--- config.mk ---
export PLATFORM = sky130hd
export DESIGN_NAME = vga_sync_decoder
export DESIGN_NICKNAME = d
export VERILOG_FILES = /design/src/rtl/vga_sync_decoder.sv
export SDC_FILE = /design/constraint.sdc
export NUM_CORES = 1
export LEC_CHECK = 0
export CORE_AREA = 2 2 84 78
export DETAILED_ROUTE_END_ITERATION = 6
export DIE_AREA = 0 0 86 80
export GPL_TIMING_DRIVEN = 0
export MAX_ROUTING_LAYER = met4
export PLACE_DENSITY = 0.84
export SLEW_MARGIN = 10
export SYNTH_ARGS = -nofsm -noshare
export SYNTH_HDL_FRONTEND = slang
export SYNTH_SLANG_ARGS = --single-unit
--- constraint.sdc ---
create_clock -name clk -period 5.6 [get_ports clk]
set_clock_uncertainty 0.15 [all_clocks]
set_input_delay 1.12 -clock clk [delete_from_list [all_inputs] [get_ports clk]]
set_output_delay 1.12 -clock clk [all_outputs]
set_load 0.005 [all_outputs]
--- src/rtl/vga_sync_decoder.sv ---
// vga_sync_decoder
//   Rebuilds pixel coordinates and display-enable from an incoming
//   active-low VGA h_sync/v_sync pair, measures line and frame lengths,
//   flags timing violations and reports lock once consecutive frames
//   match the expected geometry.
//
// Ports:
//   clk          pixel clock
//   reset        synchronous, active-high
//   h_sync_in    incoming horizontal sync, active-low, synchronous to clk
//   v_sync_in    incoming vertical sync, active-low, synchronous to clk
//   x, y         recovered column / line
//   video_on     high inside the visible region while locked
//   locked       timing verified
//   h_err        1-cycle pulse on a bad line length or hsync loss
//   v_err        1-cycle pulse on a bad frame length
//   line_len     clocks between the last two hsync falls
//   frame_lines  hsync falls between the last two vsync falls
module vga_sync_decoder #(
  parameter int H_DISPLAY   = 640,
  parameter int H_FRONT     = 16,
  parameter int H_TOTAL     = 800,
  parameter int V_DISPLAY   = 480,
  parameter int V_FRONT     = 10,
  parameter int V_TOTAL     = 525,
  parameter int LOCK_FRAMES = 2
) (
  input  logic        clk,
  input  logic        reset,
  input  logic        h_sync_in,
  input  logic        v_sync_in,
  output logic [9:0]  x,
  output logic [9:0]  y,
  output logic        video_on,
  output logic        locked,
  output logic        h_err,
  output logic        v_err,
  output logic [10:0] line_len,
  output logic [9:0]  frame_lines
);

  localparam logic [9:0]  X_VIS      = 10'(H_DISPLAY);
  localparam logic [9:0]  X_ALIGN    = 10'(H_DISPLAY + H_FRONT);
  localparam logic [9:0]  X_LAST     = 10'(H_TOTAL - 1);
  localparam logic [9:0]  Y_VIS      = 10'(V_DISPLAY);
  localparam logic [9:0]  Y_ALIGN    = 10'(V_DISPLAY + V_FRONT);
  localparam logic [9:0]  Y_LAST     = 10'(V_TOTAL - 1);
  localparam logic [10:0] HP_NOMINAL = 11'(H_TOTAL);
  // Loss is flagged on the edge where hp steps onto 2*H_TOTAL.
  localparam logic [10:0] HP_LOSS_M1 = 11'(2 * H_TOTAL - 1);
  localparam logic [10:0] HP_MAX     = 11'h7FF;
  localparam logic [9:0]  LC_NOMINAL = 10'(V_TOTAL);
  localparam logic [9:0]  LC_MAX     = 10'h3FF;
  localparam int          GW         = (LOCK_FRAMES < 2) ? 1 : $clog2(LOCK_FRAMES + 1);
  localparam logic [GW-1:0] GOOD_LOCK = GW'(LOCK_FRAMES);

  typedef enum logic [1:0] {
    SEARCH = 2'd0,
    VERIFY = 2'd1,
    LOCKED = 2'd2
  } state_t;

  state_t        state_q, state_d;
  logic          h_q, h_d;
  logic          v_q, v_d;
  logic [9:0]    x_q, x_d;
  logic [9:0]    y_q, y_d;
  logic [10:0]   hp_q, hp_d;
  logic [9:0]    lc_q, lc_d;
  logic [10:0]   line_len_q, line_len_d;
  logic [9:0]    frame_lines_q, frame_lines_d;
  logic          h_err_q, h_err_d;
  logic          v_err_q, v_err_d;
  logic          video_on_q, video_on_d;
  logic          locked_q, locked_d;
  logic [GW-1:0] good_q, good_d;
  logic          frame_bad_q, frame_bad_d;
  logic          seen_h_q, seen_h_d;     // an hfall has been measured since reset/SEARCH entry
  logic          seen_v_q, seen_v_d;     // a vfall has been measured since reset/SEARCH entry
  logic          hloss_done_q, hloss_done_d;

  logic          hfall, vfall, x_wrap, line_bad, hloss, frame_good;
  logic [GW-1:0] good_inc;

  always_comb begin
    hfall         = ~h_sync_in & h_q;
    vfall         = ~v_sync_in & v_q;
    h_d           = h_sync_in;
    v_d           = v_sync_in;
    x_d           = x_q;
    y_d           = y_q;
    hp_d          = hp_q;
    lc_d          = lc_q;
    line_len_d    = line_len_q;
    frame_lines_d = frame_lines_q;
    seen_h_d      = seen_h_q;
    seen_v_d      = seen_v_q;
    hloss_done_d  = hloss_done_q;
    frame_bad_d   = frame_bad_q;
    state_d       = state_q;
    good_d        = good_q;
    x_wrap        = 1'b0;
    line_bad      = 1'b0;
    hloss         = 1'b0;
    v_err_d       = 1'b0;
    good_inc      = good_q + GW'(1);

    // Column: snap to the sync position on hfall, otherwise free-run.
    if (hfall) begin
      x_d = X_ALIGN;
    end else if (x_q == X_LAST) begin
      x_d    = 10'd0;
      x_wrap = 1'b1;
    end else begin
      x_d = x_q + 10'd1;
    end

    // Line: vfall realignment takes priority over a coincident wrap.
    if (vfall) begin
      y_d = Y_ALIGN;
    end else if (x_wrap) begin
      y_d = (y_q == Y_LAST) ? 10'd0 : y_q + 10'd1;
    end

    // Line period measurement and hsync loss detection.
    if (hfall) begin
      hp_d         = 11'd1;
      line_len_d   = hp_q;
      line_bad     = seen_h_q && (hp_q != HP_NOMINAL);
      seen_h_d     = 1'b1;
      hloss_done_d = 1'b0;
    end else begin
      if (hp_q != HP_MAX) begin
        hp_d = hp_q + 11'd1;
      end
      if ((hp_q == HP_LOSS_M1) && !hloss_done_q) begin
        hloss        = 1'b1;
        hloss_done_d = 1'b1;
      end
    end
    h_err_d = line_bad | hloss;

    // Frame length: an hfall coincident with vfall belongs to the new frame.
    frame_good = !(frame_bad_q || h_err_d) && (lc_q == LC_NOMINAL);
    if (vfall) begin
      lc_d          = hfall ? 10'd1 : 10'd0;
      frame_lines_d = lc_q;
      v_err_d       = seen_v_q && (lc_q != LC_NOMINAL);
      seen_v_d      = 1'b1;
      frame_bad_d   = 1'b0;
    end else begin
      if (hfall && (lc_q != LC_MAX)) begin
        lc_d = lc_q + 10'd1;
      end
      if (h_err_d) begin
        frame_bad_d = 1'b1;
      end
    end

    // Lock state machine.
    case (state_q)
      SEARCH: begin
        if (vfall) begin
          state_d = VERIFY;
          good_d  = '0;
        end
      end
      VERIFY: begin
        if (hloss) begin
          state_d = SEARCH;
        end else if (vfall) begin
          if (frame_good) begin
            good_d = good_inc;
            if (good_inc == GOOD_LOCK) begin
              state_d = LOCKED;
            end
          end else begin
            good_d = '0;
          end
        end
      end
      LOCKED: begin
        if (h_err_d || v_err_d) begin
          state_d = SEARCH;
        end
      end
      default: state_d = SEARCH;
    endcase

    // Entering SEARCH restarts measurement so the first edges are not judged.
    if ((state_d == SEARCH) && (state_q != SEARCH)) begin
      seen_h_d = 1'b0;
      seen_v_d = 1'b0;
    end

    locked_d   = (state_d == LOCKED);
    video_on_d = (x_d < X_VIS) && (y_d < Y_VIS) && locked_d;
  end

  always_ff @(posedge clk) begin
    if (reset) begin
      state_q       <= SEARCH;
      h_q           <= 1'b1;
      v_q           <= 1'b1;
      x_q           <= '0;
      y_q           <= '0;
      hp_q          <= '0;
      lc_q          <= '0;
      line_len_q    <= '0;
      frame_lines_q <= '0;
      h_err_q       <= 1'b0;
      v_err_q       <= 1'b0;
      video_on_q    <= 1'b0;
      locked_q      <= 1'b0;
      good_q        <= '0;
      frame_bad_q   <= 1'b0;
      seen_h_q      <= 1'b0;
      seen_v_q      <= 1'b0;
      hloss_done_q  <= 1'b0;
    end else begin
      state_q       <= state_d;
      h_q           <= h_d;
      v_q           <= v_d;
      x_q           <= x_d;
      y_q           <= y_d;
      hp_q          <= hp_d;
      lc_q          <= lc_d;
      line_len_q    <= line_len_d;
      frame_lines_q <= frame_lines_d;
      h_err_q       <= h_err_d;
      v_err_q       <= v_err_d;
      video_on_q    <= video_on_d;
      locked_q      <= locked_d;
      good_q        <= good_d;
      frame_bad_q   <= frame_bad_d;
      seen_h_q      <= seen_h_d;
      seen_v_q      <= seen_v_d;
      hloss_done_q  <= hloss_done_d;
    end
  end

  assign x           = x_q;
  assign y           = y_q;
  assign video_on    = video_on_q;
  assign locked      = locked_q;
  assign h_err       = h_err_q;
  assign v_err       = v_err_q;
  assign line_len    = line_len_q;
  assign frame_lines = frame_lines_q;

endmodule

== Yosys cells after proc, flatten, opt, wreduce, memory -nomap -nowiden ==
Cells that the tools add are included.

* Add/subtract/negate cells: 5
* Multipliers: 0
* Div/mod/pow operators: 0
* Magnitude comparators: 2
* Equality and inequality tests: 15
* Shifts and indexed selects: 0
* Mux-type cells: 28
* Bitwise gates (word level): 5
* Reductions and logical operators: 22

{| class="wikitable"
|+ Operators with widths
! operator !! number
|-
| $mux 10 || 7
|-
| $add 10x1->10 const B || 3
|-
| $eq 10x10->1 const B || 3
|-
| $mux 2 || 10
|-
| $ne 10x10->1 const B || 2
|-
| $add 11x1->11 const B || 1
|-
| $eq 11x11->1 const B || 1
|-
| $ne 11x10->1 const B || 1
|-
| $ne 11x11->1 const B || 1
|-
| $lt 10x10->1 const B || 1
|-
| $lt 10x9->1 const B || 1
|-
| $mux 1 || 9
|-
| $logic_and 1x1->1 || 8
|-
| $reduce_bool 2->1 || 4
|-
| $eq 2x2->1 const B || 3
|-
| $ne 2x2->1 const B || 3
|-
| $pmux 2 s3 || 1
|-
| $reduce_or 2->1 || 3
|-
| $logic_not 2->1 || 2
|-
| $pmux 2 s2 || 1
|-
| $reduce_and 4->1 || 1
|-
| $add 2x1->2 const B || 1
|-
| $and 1x1->1 || 2
|-
| $eq 2x1->1 const B || 1
|-
| other kinds (4) || 7
|}

* Bits in registers: 76
* Latch bits: 0
* Memory bits (writable): 0
* Memory bits (read-only): 0
* Output and inout port bits: 45
* Word-level logic and storage cells: 96
* Memories: 0

== Depth between registers and ports, before layout ==
Gate-level depths: netlist of run 1.

* Word-level depth: 15
* Mapped depth: 8
* Mapped depth without buffers: 8

== Worst setup path before layout of run 1 ==
Ideal clock, no wire load.

* Kind: input to register
* From: input port h_sync_in
* To: register video_on_q, in the netlist video_on
* Library setup time: 0.058 ns
* Arrival time: 2.800 ns
* Required time: 5.392 ns
* Setup slack: 2.592 ns
* Stages on the path: 7
* Path buffers: 1
* Path through: and2b_2 -> or4_1 -> buf_2 -> or4_1 -> o211ai_1 -> a21o_1 -> o211a_1

* Longest elaborated chain between the ends: 13

{| class="wikitable"
|+ RTL lines
! what !! line !! text
|-
| from (decl) || 30 || <nowiki>input logic h_sync_in,</nowiki>
|-
| $not 1->1 (*) || 86 || <nowiki>hfall = ~h_sync_in & h_q;</nowiki>
|-
| $and 1x1->1 (*) || 86 ||
|-
| $mux 1 || 126 || <nowiki>if (hfall) begin</nowiki>
|-
| $or 1x1->1 || 141 || <nowiki>h_err_d = line_bad | hloss;</nowiki>
|-
| $logic_or 1x1->1 || 144 || <nowiki>frame_good = !(frame_bad_q || h_err_d) && (lc_q == LC_NOMINAL);</nowiki>
|-
| $logic_not 1->1 || 144 ||
|-
| $logic_and 1x1->1 || 144 ||
|-
| $mux 2 || 172 || <nowiki>if (frame_good) begin</nowiki>
|-
| $mux 2 || 171 || <nowiki>end else if (vfall) begin</nowiki>
|-
| $mux 2 || 169 || <nowiki>if (hloss) begin</nowiki>
|-
| $pmux 2 s3 || 161 || <nowiki>case (state_q)</nowiki>
|-
| $eq 2x2->1 || 196 || <nowiki>locked_d = (state_d == LOCKED);</nowiki>
|-
| $logic_and 1x1->1 (*) || 197 || <nowiki>video_on_d = (x_d < X_VIS) && (y_d < Y_VIS) && locked_d;</nowiki>
|-
| to (signal assigned) || 232 || <nowiki>video_on_q <= video_on_d;</nowiki>
|-
| to (decl) || 74 || <nowiki>logic video_on_q, video_on_d;</nowiki>
|}

Every way passes the cells marked *; elsewhere a longest branch is shown, timed or not.
A chain may end at the register's enable or synchronous reset.

== Worst setup path in the final report of run 1 ==
Same ends and word-level chain as after synthesis.

==> flow_metrics.tcl, run 1 <==
set metrics [dict create \
    run_status "completed" \
    timing.critical_path.from_type "primary input" \
    pin_count 49 \
    rsz0062_at_grt "no" \
    totalPowerFinal_mw 1.02 \
    ys_warn_count 0 \
    cts_tree "built" \
    finalCoreUtilization_pct 68.9 \
    floorplan.core_area_sq_um 5980 \
    layout.nets 471 \
    clock_latency_ns 0.35 \
    routedWlPerCell_um 14.5 \
    worst_hold_path_type "flop to flop" \
    area_growth_syn_to_layout_pct 21.9 \
    reported_net_switching_power_uw 248 \
    maximum_clock_path_buffer_count 2 \
    die_height_um 80 \
    critical_setup_path_kind "primary input to flop" \
    r2r_setup_slk_ns 2.88 \
    quantity_of_gates_resized_following_cts 0 \
    final_hold_vios 0 \
    clock_power_share_pct 36.4 \
    postRouteWirelength_um 7780 \
    worst-slew-pin-transition_ns 0.679 \
    cp_data_arrival_time_ns 3.45 \
    ys_types 52 \
    global_route.usage.total_pct 24.6 \
    comb_power_share_pct 8.0 \
    timing.critical_path.to_type "flop" \
    switching_share_pct 24.3 \
    vias_per_cell 5.73 \
    hold-worst-slack_ns 0.305 \
    grt_max_degree 12 \
    synth_edf_count 0 \
    clockRootBuffer "sky130_fd_sc_hd__clkbuf_8" \
    avgSynthCellArea_sq_um 8.45 \
    crit_end "video_on" \
    cts_htree_levels 3 \
    setup_tns_ns 0 \
    postCtsSetupRepairBufs 0 \
    timing.rr.start "hp_q[0]" \
    post_route_cells_drive_above_1_share_pct 7.56 \
    post-route-worst-setup-slack_ns 2.29 \
    drcViolationCount 0 \
    final-max-slew-violation-count 0 \
    hold_path_cells 2 \
    clock_sink_count 76 \
    r2r_end "video_on" \
    seq_area_frac_synth_pct 45.0 \
    n_antenna_cell 0 \
    cp_data_required_time_ns 5.74 \
    floorplan.rows 27 \
    p_int_uw 771 \
    clkSlewWorstSetupHoldPaths_ns 0.07 \
    synth_nets 412 \
    postSynth.topFlopCell "sky130_fd_sc_hd__dfxtp_1" \
    finalSetupViolCount 0 \
    drt.antenna.violating_nets 0 \
    setup.worst_path.start "h_sync_in" \
    dp.final_hpwl_um 5370 \
    finalWorstPathRequiredPeriod_ns 3.31 \
    reg2reg_depth 8 \
    num_vias 3063 \
    total_cts_buffers 9 \
    antenna_found_initial 0 \
    synth_async_reset_ratio_pct 0 \
    pwr_density_cell_nw_per_um2 247 \
    worst_ir_drop_vdd_mv 0.140 \
    grt_first_pass_wirelength_um 13000 \
    synth_area_sq_um 3380 \
    detailedPlace.worstSlack_ns 1.95 \
    power_leakage_nw 1.42 \
    gp_congestion 0.884 \
    numPortBuffers 48 \
    grt_overflow_total 0 \
    floorplan.die_area_sq_um 6880 \
    relSlewSlack_pct 54.3 \
    hold_buffers 0 \
    cap_viol_max_count 0 \
    die_w_um 86 \
    postSynthCellCount 400 \
    timing.fmax_mhz 302 \
    effective_utilization_at_floorplan_pct 56.6 \
    detail_route.first_pass.iterations 4 \
    seq_power_share_pct 55.6 \
    yosys_register_bits 76 \
    final_min_period_over_clock_period_pct 59.2 \
    drt_first_iter_violations 135 \
    via_count_of_the_first_global_routing_pass 2842 \
    worstPathMaxFanout 10 \
]
Yosys cell counts, types with 2 or more instances:
master | number | area [sq um]
sky130_fd_sc_hd__a211oi_1 | 2 | 15.0
sky130_fd_sc_hd__a21boi_0 | 3 | 22.5
sky130_fd_sc_hd__a21oi_1 | 49 | 245
sky130_fd_sc_hd__a31oi_1 | 3 | 18.8
sky130_fd_sc_hd__and2_1 | 2 | 12.5
sky130_fd_sc_hd__and2b_2 | 3 | 26.3
sky130_fd_sc_hd__and3_1 | 5 | 31.3
sky130_fd_sc_hd__clkbuf_1 | 14 | 52.6
sky130_fd_sc_hd__clkbuf_8 | 3 | 41.3
sky130_fd_sc_hd__dfxtp_1 | 76 | 1520
sky130_fd_sc_hd__ha_1 | 8 | 100
sky130_fd_sc_hd__inv_1 | 11 | 41.3
sky130_fd_sc_hd__nand2_1 | 67 | 251
sky130_fd_sc_hd__nand2b_1 | 2 | 12.5
sky130_fd_sc_hd__nand3_1 | 10 | 50.1
sky130_fd_sc_hd__nand3b_1 | 2 | 15.0
sky130_fd_sc_hd__nand4_1 | 10 | 62.6
sky130_fd_sc_hd__nand4bb_1 | 2 | 22.5
sky130_fd_sc_hd__nor2_1 | 41 | 154
sky130_fd_sc_hd__nor3_1 | 13 | 65.1
sky130_fd_sc_hd__nor4_1 | 3 | 18.8
sky130_fd_sc_hd__o2111ai_1 | 2 | 17.5
sky130_fd_sc_hd__o21ai_0 | 5 | 25.0
sky130_fd_sc_hd__or2_2 | 2 | 12.5
sky130_fd_sc_hd__or2b_2 | 3 | 26.3
sky130_fd_sc_hd__or3_1 | 4 | 25.0
sky130_fd_sc_hd__or4_1 | 7 | 52.6
sky130_fd_sc_hd__xnor2_1 | 14 | 123
sky130_fd_sc_hd__xor2_1 | 11 | 96.3
registers in the layout, indices dropped and copies added (netlist names), 2 cells and up:
signal,cells
y,10
good_q,2
hp_q,11
state_q,2
frame_lines,10
line_len,11
lc_q,10
x,10
routing by layer:
layer  track usage [%]  share of wire, %  up-vias
li1                  -                 -     1504
met1              30.6                45     1452
met2              39.0                48       94
met3              4.76               5.4       13
met4              10.8               1.7        0
met5                 -                 0        -
cell type report:
class | instances | area (sq um)
timing repair buffer | 48 | 480
sequential | 76 | 1520
clock inverter | 2 | 10.0
inverter | 11 | 41.3
buffer | 20 | 118
clock buffer | 13 | 159
multi-input combinational | 293 | 1700
tap | 72 | 90.1
fill | 487 | 1860
worst min-delay path by stage:
| stage | start | to | slack (ns) |
|---|---|---|---|
| finish | line_len[4] | line_len[4] | 0.31 |
| global route | x[0] | x[0] | 0.33 |
| CTS | line_len[4] | line_len[4] | 0.31 |
| detailed placement | line_len[4] | line_len[4] | 0.30 |
| global placement | good_q[1] | good_q[1] | 0.29 |
| floorplan | good_q[1] | good_q[1] | 0.28 |
worst max-delay path, stage by stage:
cell and delay, ns:
sky130_fd_sc_hd__clkdlybuf4s50_1 0.48, sky130_fd_sc_hd__and2b_2 0.25, sky130_fd_sc_hd__or4_1 0.49, sky130_fd_sc_hd__buf_2 0.19
sky130_fd_sc_hd__or4_1 0.52, sky130_fd_sc_hd__o211ai_1 0.12, sky130_fd_sc_hd__a21o_1 0.14, sky130_fd_sc_hd__o211a_1 0.14
power groups by stage:
| stage | Sequential [mW] | Combinational (mW) | Clock (mW) |
|---|---|---|---|
| after detailed placement | 0.579 | 0.0803 | 0 |
| after floorplan | 0.577 | 0.0477 | 0 |
| final | 0.567 | 0.0812 | 0.371 |
| after global routing | 0.569 | 0.0887 | 0.397 |
| after CTS | 0.567 | 0.0813 | 0.376 |
| after global placement | 0.578 | 0.0783 | 0 |
kinds of logic after synthesis:
| family | after synthesis | synth area share [%] |
|---|---|---|
| AND/OR/NAND/NOR | 184 | 27.3 |
| multiplexers | 1 | 0.296 |
| AO/OA/AOI/OAI | 75 | 13.3 |
| XOR/XNOR | 25 | 6.47 |
| flip-flops | 76 | 45.0 |
| adder cells (fa/ha/maj) | 8 | 2.96 |
| buffers and inverters | 31 | 4.70 |
through the flow:
step / instances / cell area (sq um)
4_1_cts: 535 / 4120
3_3_place_gp: 520 / 3950
6_report: 535 / 4120
5_1_grt: 535 / 4120
3_5_place_dp: 520 / 3950
2_1_floorplan: 400 / 3380
placed cells by master, fill, tap and decap left out, types with 2 or more instances in the layout:
cell type / instances
sky130_fd_sc_hd__nor3_1: 13
sky130_fd_sc_hd__clkdlybuf4s50_1: 48
sky130_fd_sc_hd__nand2b_1: 2
sky130_fd_sc_hd__dfxtp_1: 76
sky130_fd_sc_hd__clkbuf_8: 14
sky130_fd_sc_hd__o2111ai_1: 2
sky130_fd_sc_hd__ha_1: 8
sky130_fd_sc_hd__nand4bb_1: 2
sky130_fd_sc_hd__o21ai_0: 5
sky130_fd_sc_hd__and2b_2: 3
sky130_fd_sc_hd__xnor2_1: 14
sky130_fd_sc_hd__a21oi_1: 49
sky130_fd_sc_hd__clkbuf_1: 16
sky130_fd_sc_hd__a211oi_1: 2
sky130_fd_sc_hd__xor2_1: 11
sky130_fd_sc_hd__and2_1: 2
sky130_fd_sc_hd__and3_1: 5
sky130_fd_sc_hd__a31oi_1: 3
sky130_fd_sc_hd__nand3_1: 10
sky130_fd_sc_hd__or2_2: 2
sky130_fd_sc_hd__nor4_1: 3
sky130_fd_sc_hd__nand3b_1: 2
sky130_fd_sc_hd__or4_1: 7
sky130_fd_sc_hd__nor2_1: 41
sky130_fd_sc_hd__clkinv_2: 2
sky130_fd_sc_hd__or3_1: 4
sky130_fd_sc_hd__nand2_1: 67
sky130_fd_sc_hd__a21boi_0: 3
sky130_fd_sc_hd__or2b_2: 3
sky130_fd_sc_hd__inv_1: 11
sky130_fd_sc_hd__nand4_1: 10
(Power assumes the default switching activity.)
==> run 2: changes to the inputs <==
Settings changed: CORE_AREA 2 2 84 78 to 2 2 87 81, DIE_AREA 0 0 86 80 to 0 0 89 83, PLACE_DENSITY 0.84 to 0.79.
Clock period 5.6 ns to 3.43 ns, I/O delays scaled along.
==> flow_metrics.tcl, run 2 (synthesis gave the netlist of run 1 again) <==
set metrics [dict create \
    final_min_period_over_clock_period_pct 84.4 \
    pwr_density_cell_nw_per_um2 403 \
    most_used_cells_in_the_layout_excluding_fill_and_tap_cells "sky130_fd_sc_hd__dfxtp_1, sky130_fd_sc_hd__nand2_1, sky130_fd_sc_hd__a21oi_1" \
    clock_sink_count 76 \
    vias_per_cell 5.51 \
    quantity_of_gates_resized_following_cts 0 \
    numPortBuffers 48 \
    drcViolationCount 0 \
    cts_htree_levels 3 \
    n_antenna_cell 0 \
    antenna_found_initial 0 \
    top_signal_layer_used "met4" \
    maximum_clock_path_buffer_count 2 \
    grt_max_degree 13 \
    hold_buffers 0 \
    met2_wirelength_um 3520 \
    cap_viol_max_count 0 \
    detail_route.first_pass.iterations 4 \
    gp_congestion 0.901 \
    totalPowerFinal_mw 1.67 \
    postRouteWirelength_um 7670 \
    drt_first_iter_violations 174 \
    floorplan.rows 28 \
    worst-slew-pin-transition_ns 0.663 \
    critical_setup_path_kind "primary input to flop" \
    effective_utilization_at_floorplan_pct 52.5 \
    timing.critical_path.from_type "primary input" \
    run_status "completed" \
    grt_overflow_total 0 \
    final_common_cell "sky130_fd_sc_hd__dfxtp_1" \
    hold-worst-slack_ns 0.306 \
    routedLengthMet1_um 3540 \
    num_vias 3046 \
    die_height_um 83 \
    post_route_cells_drive_above_1_share_pct 7.99 \
    power_leakage_nw 1.42 \
    clkSlewWorstSetupHoldPaths_ns 0.07 \
    finalSetupViolCount 0 \
    floorplan.die_area_sq_um 7390 \
    layout.nets 471 \
    total_cts_buffers 9 \
    finalWorstPathRequiredPeriod_ns 2.90 \
    clockRootBuffer "sky130_fd_sc_hd__clkbuf_8" \
    relSlewSlack_pct 55.4 \
    floorplan.core_area_sq_um 6450 \
    worst_hold_path_type "flop to flop" \
    dp.final_hpwl_um 5410 \
    r2r_setup_slk_ns 0.64 \
    area_growth_syn_to_layout_pct 22.8 \
    drt.antenna.violating_nets 0 \
    final-max-slew-violation-count 0 \
    grt_first_pass_wirelength_um 12600 \
    postCtsSetupRepairBufs 0 \
    timing.critical_path.to_type "flop" \
    die_w_um 89 \
    cts_tree "built" \
    cp_data_arrival_time_ns 3.04 \
    worstPathMaxFanout 10 \
    rsz0062_at_grt "no" \
    routedWlPerCell_um 13.9 \
    timing.fmax_mhz 345 \
    worst_ir_drop_vdd_mv 0.236 \
    final_hold_vios 0 \
    global_route.usage.total_pct 22.0 \
    setup_tns_ns 0 \
    clock_latency_ns 0.35 \
    via_count_of_the_first_global_routing_pass 2665 \
    pin_count 49 \
    cp_data_required_time_ns 3.57 \
    met3WireLength_um 475 \
]
## run 2: cell types whose count changed in the layout (fill, tap and decap cells not counted)
cell | previous run | this run
sky130_fd_sc_hd__clkbuf_1 | 16 | 14
sky130_fd_sc_hd__clkinvlp_4 | 0 | 2
## run 2: power breakdown
part	internal (mW)	total [mW]	switching [mW]
clock network	0.295	0.615	0.320
registers	0.903	0.925	0.0220
logic	0.0599	0.132	0.0724
total	1.26	1.67	0.414
## run 2: critical path: stages
cell                              delay [ns]
sky130_fd_sc_hd__clkdlybuf4s50_1        0.50
sky130_fd_sc_hd__and2b_2                0.26
sky130_fd_sc_hd__or4_1                  0.49
sky130_fd_sc_hd__buf_2                  0.19
sky130_fd_sc_hd__or4_1                  0.52
sky130_fd_sc_hd__o211ai_1               0.12
sky130_fd_sc_hd__a21o_1                 0.14
sky130_fd_sc_hd__o211a_1                0.14
## run 2: worst paths after layout
check                                  from          end  cells after the start
worst max register to register      hp_q[0]     video_on                      8
worst max-delay path              h_sync_in     video_on                      8
worst min-delay path            line_len[6]  line_len[6]                      2
worst min register to register  line_len[6]  line_len[6]                      2
## run 2: layer usage
| metal | vias to the layer above | GRT usage [%] |
|---|---|---|
| met1 | 1443 | 29.7 |
| met3 | 10 | 3.68 |
| met5 | - | - |
| li1 | 1502 | - |
| met4 | 0 | 11.5 |
| met2 | 91 | 31.4 |
## run 2: through the flow
stage	cells	area (sq um)	util (%)	setup slack (ns)
3_5_place_dp	538	3980	61.7	0.191
2_1_floorplan	400	3380	-	0.856
3_3_place_gp	538	3980	61.7	0.187
4_1_cts	553	4150	64.4	0.545
6_report	553	4150	64.4	0.533
5_1_grt	553	4150	64.4	0.395
## run 2: final cells by class
| type | count | area, sq um |
|---|---|---|
| fill | 567 | 2290 |
| tap | 90 | 113 |
| inverter | 11 | 41.3 |
| timing repair buffer | 48 | 480 |
| clock buffer | 11 | 151 |
| sequential | 76 | 1520 |
| multi-input combinational | 293 | 1700 |
| buffer | 20 | 118 |
| clock inverter | 4 | 25.0 |
